===== src/rtl/wb_burst_slave_mem.sv =====
// ---------------------------------------------------------------------------
// wb_burst_slave_mem
//   Wishbone B4 registered-feedback slave backed by a word-addressed memory.
//   Classic cycles, constant/incrementing bursts (linear, wrap-4/8/16),
//   byte-lane writes, error termination for unmapped words, beat counter.
//
// Build option:
//   WB_WAIT_STATES_EN  when defined, classic cycles insert WAIT_CYCLES extra
//                      cycles before ack_o; bursts are unaffected.
//
// Ports:
//   clk_i, rst_i        clock (rising edge), synchronous active-high reset
//   adr_i               word address
//   dat_i / dat_o       write / read data
//   we_i, sel_i         write enable, byte-lane enables
//   stb_i, cyc_i        strobe, cycle valid
//   cti_i, bte_i        cycle type / burst type
//   ack_o, err_o        normal / error termination
//   beat_cnt_o          beats terminated in the current cycle (saturating)
//   state_o             00 IDLE, 01 CLASSIC, 10 BURST, 11 ERROR
// ---------------------------------------------------------------------------

// One byte lane of the backing memory. Read is asynchronous so the top can
// register the next beat's data in the same edge it advances the address;
// a same-edge write to the read address is forwarded.
module wb_burst_slave_mem_lane #(
  parameter int ADDR_WIDTH = 5,
  parameter int DEPTH      = 24
) (
  input  logic                  clk_i,
  input  logic                  wr_en,
  input  logic [ADDR_WIDTH-1:0] wr_adr,
  input  logic [7:0]            wr_byte,
  input  logic [ADDR_WIDTH-1:0] rd_adr,
  output logic [7:0]            rd_byte
);
  localparam int IW = (DEPTH > 1) ? $clog2(DEPTH) : 1;

  logic [7:0] mem [DEPTH];

  always_ff @(posedge clk_i) begin
    if (wr_en) mem[wr_adr[IW-1:0]] <= wr_byte;
  end

  assign rd_byte = (wr_en && (wr_adr == rd_adr)) ? wr_byte : mem[rd_adr[IW-1:0]];
endmodule

module wb_burst_slave_mem #(
  parameter int ADDR_WIDTH  = 5,
  parameter int DATA_WIDTH  = 32,
  parameter int SEL_WIDTH   = DATA_WIDTH / 8,
  parameter int DEPTH       = 24,
  parameter int CNT_WIDTH   = 8,
  parameter int WAIT_CYCLES = 2
) (
  input  logic                  clk_i,
  input  logic                  rst_i,
  input  logic [ADDR_WIDTH-1:0] adr_i,
  input  logic [DATA_WIDTH-1:0] dat_i,
  output logic [DATA_WIDTH-1:0] dat_o,
  input  logic                  we_i,
  input  logic [SEL_WIDTH-1:0]  sel_i,
  input  logic                  stb_i,
  input  logic                  cyc_i,
  input  logic [2:0]            cti_i,
  input  logic [1:0]            bte_i,
  output logic                  ack_o,
  output logic                  err_o,
  output logic [CNT_WIDTH-1:0]  beat_cnt_o,
  output logic [1:0]            state_o
);
  localparam int AWX = ADDR_WIDTH + 1;
  localparam int WCW = (WAIT_CYCLES > 1) ? $clog2(WAIT_CYCLES + 1) : 1;
  localparam logic [AWX-1:0] DEPTH_C = AWX'(DEPTH);

`ifdef WB_WAIT_STATES_EN
  localparam int unsigned WAITS = WAIT_CYCLES;
`else
  localparam int unsigned WAITS = 0;
`endif

  typedef enum logic [1:0] {
    ST_IDLE    = 2'b00,
    ST_CLASSIC = 2'b01,
    ST_BURST   = 2'b10,
    ST_ERROR   = 2'b11
  } state_t;

  // ack/err hold "termination ready for the current beat"; the outputs are
  // qualified by the live request so a stb_i gap stalls without losing it.
  typedef struct packed {
    state_t                st;
    logic [ADDR_WIDTH-1:0] iadr;
    logic                  ack;
    logic                  err;
    logic [DATA_WIDTH-1:0] dat;
    logic [CNT_WIDTH-1:0]  cnt;
    logic [WCW-1:0]        wcnt;
  } regs_t;

  regs_t r_q, r_d;

  logic                                wr_go;
  logic [ADDR_WIDTH-1:0]               rd_adr;
  logic [SEL_WIDTH-1:0][7:0]           rd_lanes;
  logic [DATA_WIDTH-1:0]               rd_word;
  logic [AWX-1:0]                      nadr;
  logic                                burst_cti;
  logic [CNT_WIDTH-1:0]                cnt_inc;

  // Address after an acked beat, one bit wider so a linear burst running
  // off the top of the map is visible. Wrap modes only carry within the
  // low bits selected by the mask.
  function automatic logic [AWX-1:0] next_adr(input logic [ADDR_WIDTH-1:0] a,
                                              input logic [2:0] cti,
                                              input logic [1:0] bte);
    logic [AWX-1:0] e, inc, m;
    e   = {1'b0, a};
    inc = e + AWX'(1);
    unique case (bte)
      2'b01:   m = AWX'(3);
      2'b10:   m = AWX'(7);
      2'b11:   m = AWX'(15);
      default: m = '1;
    endcase
    if (cti == 3'b001) return e;
    return (e & ~m) | (inc & m);
  endfunction

  assign burst_cti = (cti_i == 3'b001) || (cti_i == 3'b010);
  assign nadr      = next_adr(r_q.iadr, cti_i, bte_i);
  assign cnt_inc   = (r_q.cnt == '1) ? r_q.cnt : r_q.cnt + CNT_WIDTH'(1);

  genvar l;
  generate
    for (l = 0; l < SEL_WIDTH; l++) begin : g_lane
      wb_burst_slave_mem_lane #(
        .ADDR_WIDTH (ADDR_WIDTH),
        .DEPTH      (DEPTH)
      ) u_lane (
        .clk_i   (clk_i),
        .wr_en   (wr_go & sel_i[l] & ~rst_i),
        .wr_adr  (r_q.iadr),
        .wr_byte (dat_i[8*l +: 8]),
        .rd_adr  (rd_adr),
        .rd_byte (rd_lanes[l])
      );
    end
  endgenerate

  assign rd_word = rd_lanes;

  always_comb begin
    r_d    = r_q;
    wr_go  = 1'b0;
    rd_adr = r_q.iadr;
    unique case (r_q.st)
      ST_IDLE: begin
        rd_adr = adr_i;
        r_d.ack = 1'b0;
        r_d.err = 1'b0;
        if (!cyc_i) begin
          r_d.cnt = '0;
        end else if (stb_i) begin
          r_d.iadr = adr_i;
          r_d.cnt  = '0;
          if ({1'b0, adr_i} >= DEPTH_C) begin
            r_d.st  = ST_ERROR;
            r_d.err = 1'b1;
            r_d.dat = '0;
          end else if (burst_cti) begin
            r_d.st  = ST_BURST;
            r_d.ack = 1'b1;
            r_d.dat = rd_word;
          end else begin
            r_d.st   = ST_CLASSIC;
            r_d.wcnt = WCW'(WAITS);
            if (WAITS == 0) begin
              r_d.ack = 1'b1;
              r_d.dat = rd_word;
            end
          end
        end
      end

      ST_CLASSIC: begin
        if (!cyc_i) begin
          r_d.st  = ST_IDLE;
          r_d.ack = 1'b0;
          r_d.cnt = '0;
        end else if (r_q.ack) begin
          if (stb_i) begin
            wr_go   = we_i;
            r_d.cnt = cnt_inc;
            r_d.st  = ST_IDLE;
            r_d.ack = 1'b0;
          end
        end else if (!stb_i) begin
          // request dropped while still counting wait states
          r_d.st = ST_IDLE;
        end else if (r_q.wcnt <= WCW'(1)) begin
          r_d.ack = 1'b1;
          r_d.dat = rd_word;
        end else begin
          r_d.wcnt = r_q.wcnt - WCW'(1);
        end
      end

      ST_BURST: begin
        rd_adr = nadr[ADDR_WIDTH-1:0];
        if (!cyc_i) begin
          r_d.st  = ST_IDLE;
          r_d.ack = 1'b0;
          r_d.cnt = '0;
        end else if (stb_i) begin
          wr_go   = we_i;
          r_d.cnt = cnt_inc;
          if (!burst_cti) begin
            // 111 (and any non-burst type) ends the burst after this beat
            r_d.st  = ST_IDLE;
            r_d.ack = 1'b0;
          end else if (nadr >= DEPTH_C) begin
            r_d.st  = ST_ERROR;
            r_d.ack = 1'b0;
            r_d.err = 1'b1;
            r_d.dat = '0;
          end else begin
            r_d.iadr = nadr[ADDR_WIDTH-1:0];
            r_d.dat  = rd_word;
          end
        end
      end

      ST_ERROR: begin
        if (!cyc_i) begin
          r_d.st  = ST_IDLE;
          r_d.err = 1'b0;
          r_d.cnt = '0;
        end else if (stb_i) begin
          r_d.cnt = cnt_inc;
        end
      end
    endcase
  end

  always_ff @(posedge clk_i) begin
    if (rst_i) r_q <= '0;
    else       r_q <= r_d;
  end

  assign ack_o      = r_q.ack & cyc_i & stb_i;
  assign err_o      = r_q.err & cyc_i & stb_i;
  assign dat_o      = r_q.dat;
  assign beat_cnt_o = r_q.cnt;
  assign state_o    = r_q.st;
endmodule


===== config.mk =====
export PLATFORM = sky130hd
export DESIGN_NAME = wb_burst_slave_mem
export DESIGN_NICKNAME = d
export VERILOG_FILES = /design/src/rtl/wb_burst_slave_mem.sv
export SDC_FILE = /design/constraint.sdc
export NUM_CORES = 1
export LEC_CHECK = 0
export ABC_AREA = 1
export BUFFER_PORTS_ARGS = -buffer_cell sky130_fd_sc_hd__buf_2
export CAP_MARGIN = 40
export CELL_PAD_IN_SITES_DETAIL_PLACEMENT = 1
export CELL_PAD_IN_SITES_GLOBAL_PLACEMENT = 1
export CORE_MARGIN = 1
export CORE_UTILIZATION = 50
export DETAILED_ROUTE_END_ITERATION = 12
export HOLD_SLACK_MARGIN = 0.15
export PLACE_DENSITY_LB_ADDON = 0.1
export SETUP_SLACK_MARGIN = 0.15
export SLEW_MARGIN = 10
export SYNTH_ARGS = -nofsm -noshare
export SYNTH_HDL_FRONTEND = slang
export SYNTH_SLANG_ARGS = --single-unit

===== constraint.sdc =====
create_clock -name clk_i -period 2.7 [get_ports clk_i]
set_input_delay 0.405 -clock clk_i [delete_from_list [all_inputs] [get_ports clk_i]]
set_output_delay 0.405 -clock clk_i [all_outputs]
set_load 0.02 [all_outputs]

==> impl_results.md <==
- DRT Wirelength: 142,400 µm
- Largest net degree at the start of global routing: 75
- Final Net Count: 3,712
- DIE AREA: 73,310 µm²
- Initial DRC count: 3,482
- Netlist cell types: 41
- Most frequent cells in the layout: nand3_1 (863), edfxtp_1 (768), nand2_1 (598)
- EDFF count, synth: 768
- Max Buffers Root-to-Sink: 3
- Layout cells sized above 1: 0.2515
- Ant diodes: 0
- Area growth from synthesis to layout: 26.30%
- Pre-CTS WS: -250.4 ps
- Clock slew at reported path FFs: 60 ps
- Fillers: 7,195
- Row cnt: 98
- Slew HR: 0.4878
- Met3 global-route usage: 0.04953
- Remaining DRCs: 0
- WS Path Type: reg -> reg
- First-pass detailed-route iteration total: 5
- Hold Crit Class: in -> reg
- FMAX: 0.3695 GHz
- M2 GR Usage: 0.5783
- Skew-Pair Late Insertion Delay: 640 ps
- Critical-path cell list: inv_4 -> ha_4 -> nor2_8 -> buf_6 -> nand2_8 -> nand2_8 -> buf_12 -> buf_12 -> buf_12 -> buf_8 -> nand2_1 -> nand3_1 -> nand3_1 -> nand3_2 -> nand3_2 -> nand2_1 -> nand2_1 -> a21oi_1
- Initial antenna violation count: 5
- Routed Antenna Nets: 0
- Post-synth top flop: edfxtp_1
- Clock Skew: 20.40 ps
- Met1 GRT Util: 0.4516
- Routed vias/inst: 6.369
- Period utilisation layout: 1.002
- Syn nets: 3,422
- Required time of the critical path: 3260 ps
- Critical Path Sink Type: register
- Cells after synthesis: 3,357
- CTS Sinks: 819
- Starting Density: 0.5052
- Failing checks: negative setup slack
- Vias: 29,720
- Routed len/inst: 30.51 µm
- Hold Fails Final Rpt: 0
- Slowest stage delay, CP: 390 ps
- CTS tree: yes
- Die extent in x: 270.8 µm
- Max Slew Vio Count: 0
- Async SR Flop Fraction: 0
- Busiest grt layer: met2
- I/O Buffers: 94
- Synthesized area: 36,120 µm²
- Ys Warns: 0
- Startpoint Class: register
- Core region area: 71,490 µm²
- Vias in the first global route: 29,940
- I/O pin count: 95
- Avg Cell Area, Syn: 10.76 µm²
- GRT Overall Usage: 0.3460
- Die Y: 270.8 µm
- Detailed placement HPWL: 76,320 µm
- Clock Root Buffer: clkbuf_16
- Status: complete, but fails checks
- Critical path fanouts, max: 9
- Routability congestion estimate: 0.9085
- Total CTS buffers: 87
- Fin crit period: 2706 ps
- RSZ-0062 raised after global routing: yes
- Yosys reg bits: 819
- Worst setup margin: -6.110 ps
- Data arrival, critical path: 3270 ps
- Least-Margin Pin Slew: 768.4 ps
- Commonest non-fill, non-tap cell in the layout: nand3_1
- Seq/Total Area, Yosys: 0.6668
- H-tree depth: 3
- MaxCap Viol Count: 0
- Total global routing overflow: 0
- Setup violators final: 1
- First-pass GRT wire length: 189,500 µm
- Slowest cell on the critical path: dfxtp_4
repair_timing:
action                                  CTS  global route
hold buffers                              1             0
pin swaps                                 9            99
cloned                                   20            37
gates resized for setup                  87           371
setup buffers                            32            37
endpoints found under the setup margin  135           537
hold endpoints to repair                  3             0
layout make-up:
cell class                 count  area, µm²  area share
timing repair buffer         473       5559      0.1219
clock inverter                45      350.3    0.007680
multi-input combinational   2045      11200      0.2455
sequential                   819      24090      0.5282
inverter                     221      850.8     0.01865
clock buffer                 114       2372     0.05201
tap                          950       1189     0.02606
cells by family (layout without fill, tap and decap cells):
family                   count (synthesis)  count (layout)  share of synthesized area
AND/OR/NAND/NOR                       1942            1943                     0.2505
flip-flops                             819             819                     0.6668
buffers and inverters                  494             853                    0.06406
AO/OA/AOI/OAI                           88              88                    0.01372
adder cells (fa/ha/maj)                 14              14                   0.004850
worst max-delay path: cells and delay by family, from the launching register on:
family / cells / cell delay [ps]
flip-flops: 1 / 390
AO/OA/AOI/OAI: 1 / 140
buffers and inverters: 6 / 720
AND/OR/NAND/NOR: 10 / 1150
adder cells (fa/ha/maj): 1 / 200
state kept, by name (all words and copies together), names as in the netlist:
register	count
g_lane.u_lane.mem	768
dat_o	32
r_q	9
beat_cnt_o	8
state_o	2
stage by stage:
step	cell area [µm²]	setup TNS, ps	hold WS [ps]	std cells	util
after detailed placement	38850	-3352	465.7	4381	0.5435
after floorplan	36120	0	444.3	3357	-
final	45610	-6.110	214.4	4667	0.6381
after global routing	45610	-88.89	204.8	4667	0.6381
after global placement	38850	-935.8	453.4	4381	0.5435
after CTS	42870	0	195.2	4593	0.5997
Yosys cell counts, types with 4 or more instances:
cell      instances  area share
a211oi_1          5      0.0010
nand2_2           8      0.0014
edfxtp_1        768        0.64
inv_1           207       0.022
clkbuf_1         49      0.0051
ha_1             14      0.0049
clkinv_1          4     0.00042
buf_4            71       0.015
o21ai_0          15      0.0021
inv_2            10      0.0010
nand3_1        1050        0.15
nand2_1         651       0.068
buf_2           142       0.020
nand3_2           4      0.0011
nor2_1          119       0.012
buf_1             9     0.00094
nor3_1           13      0.0018
nand4_1          34      0.0059
a21oi_1          54      0.0075
dfxtp_1          51       0.028
nand3b_1         47      0.0098
per-layer routing:
metal	routed length, µm	vias to the layer above	part of all wire
met5	0	-	0
met2	68720	1712	0.48
li1	-	12400	-
met4	8593	0	0.060
met1	52590	15130	0.37
met3	12500	478	0.088
final timing paths:
path	from	end	slack [ps]	cells past startpoint
setup / recovery	state_o[1]	dat_o[16]	-6	18
hold / removal	dat_i[16]	g_lane[2].u_lane.mem[16][0]	210	1
setup reg to reg	state_o[1]	dat_o[16]	-6	18
hold reg to reg	dat_o[17]	dat_o[17]	480	2
Power is left out: the tool's default activity adds up to more than one toggle a clock period on the data nets, which glitch-free logic cannot reach.
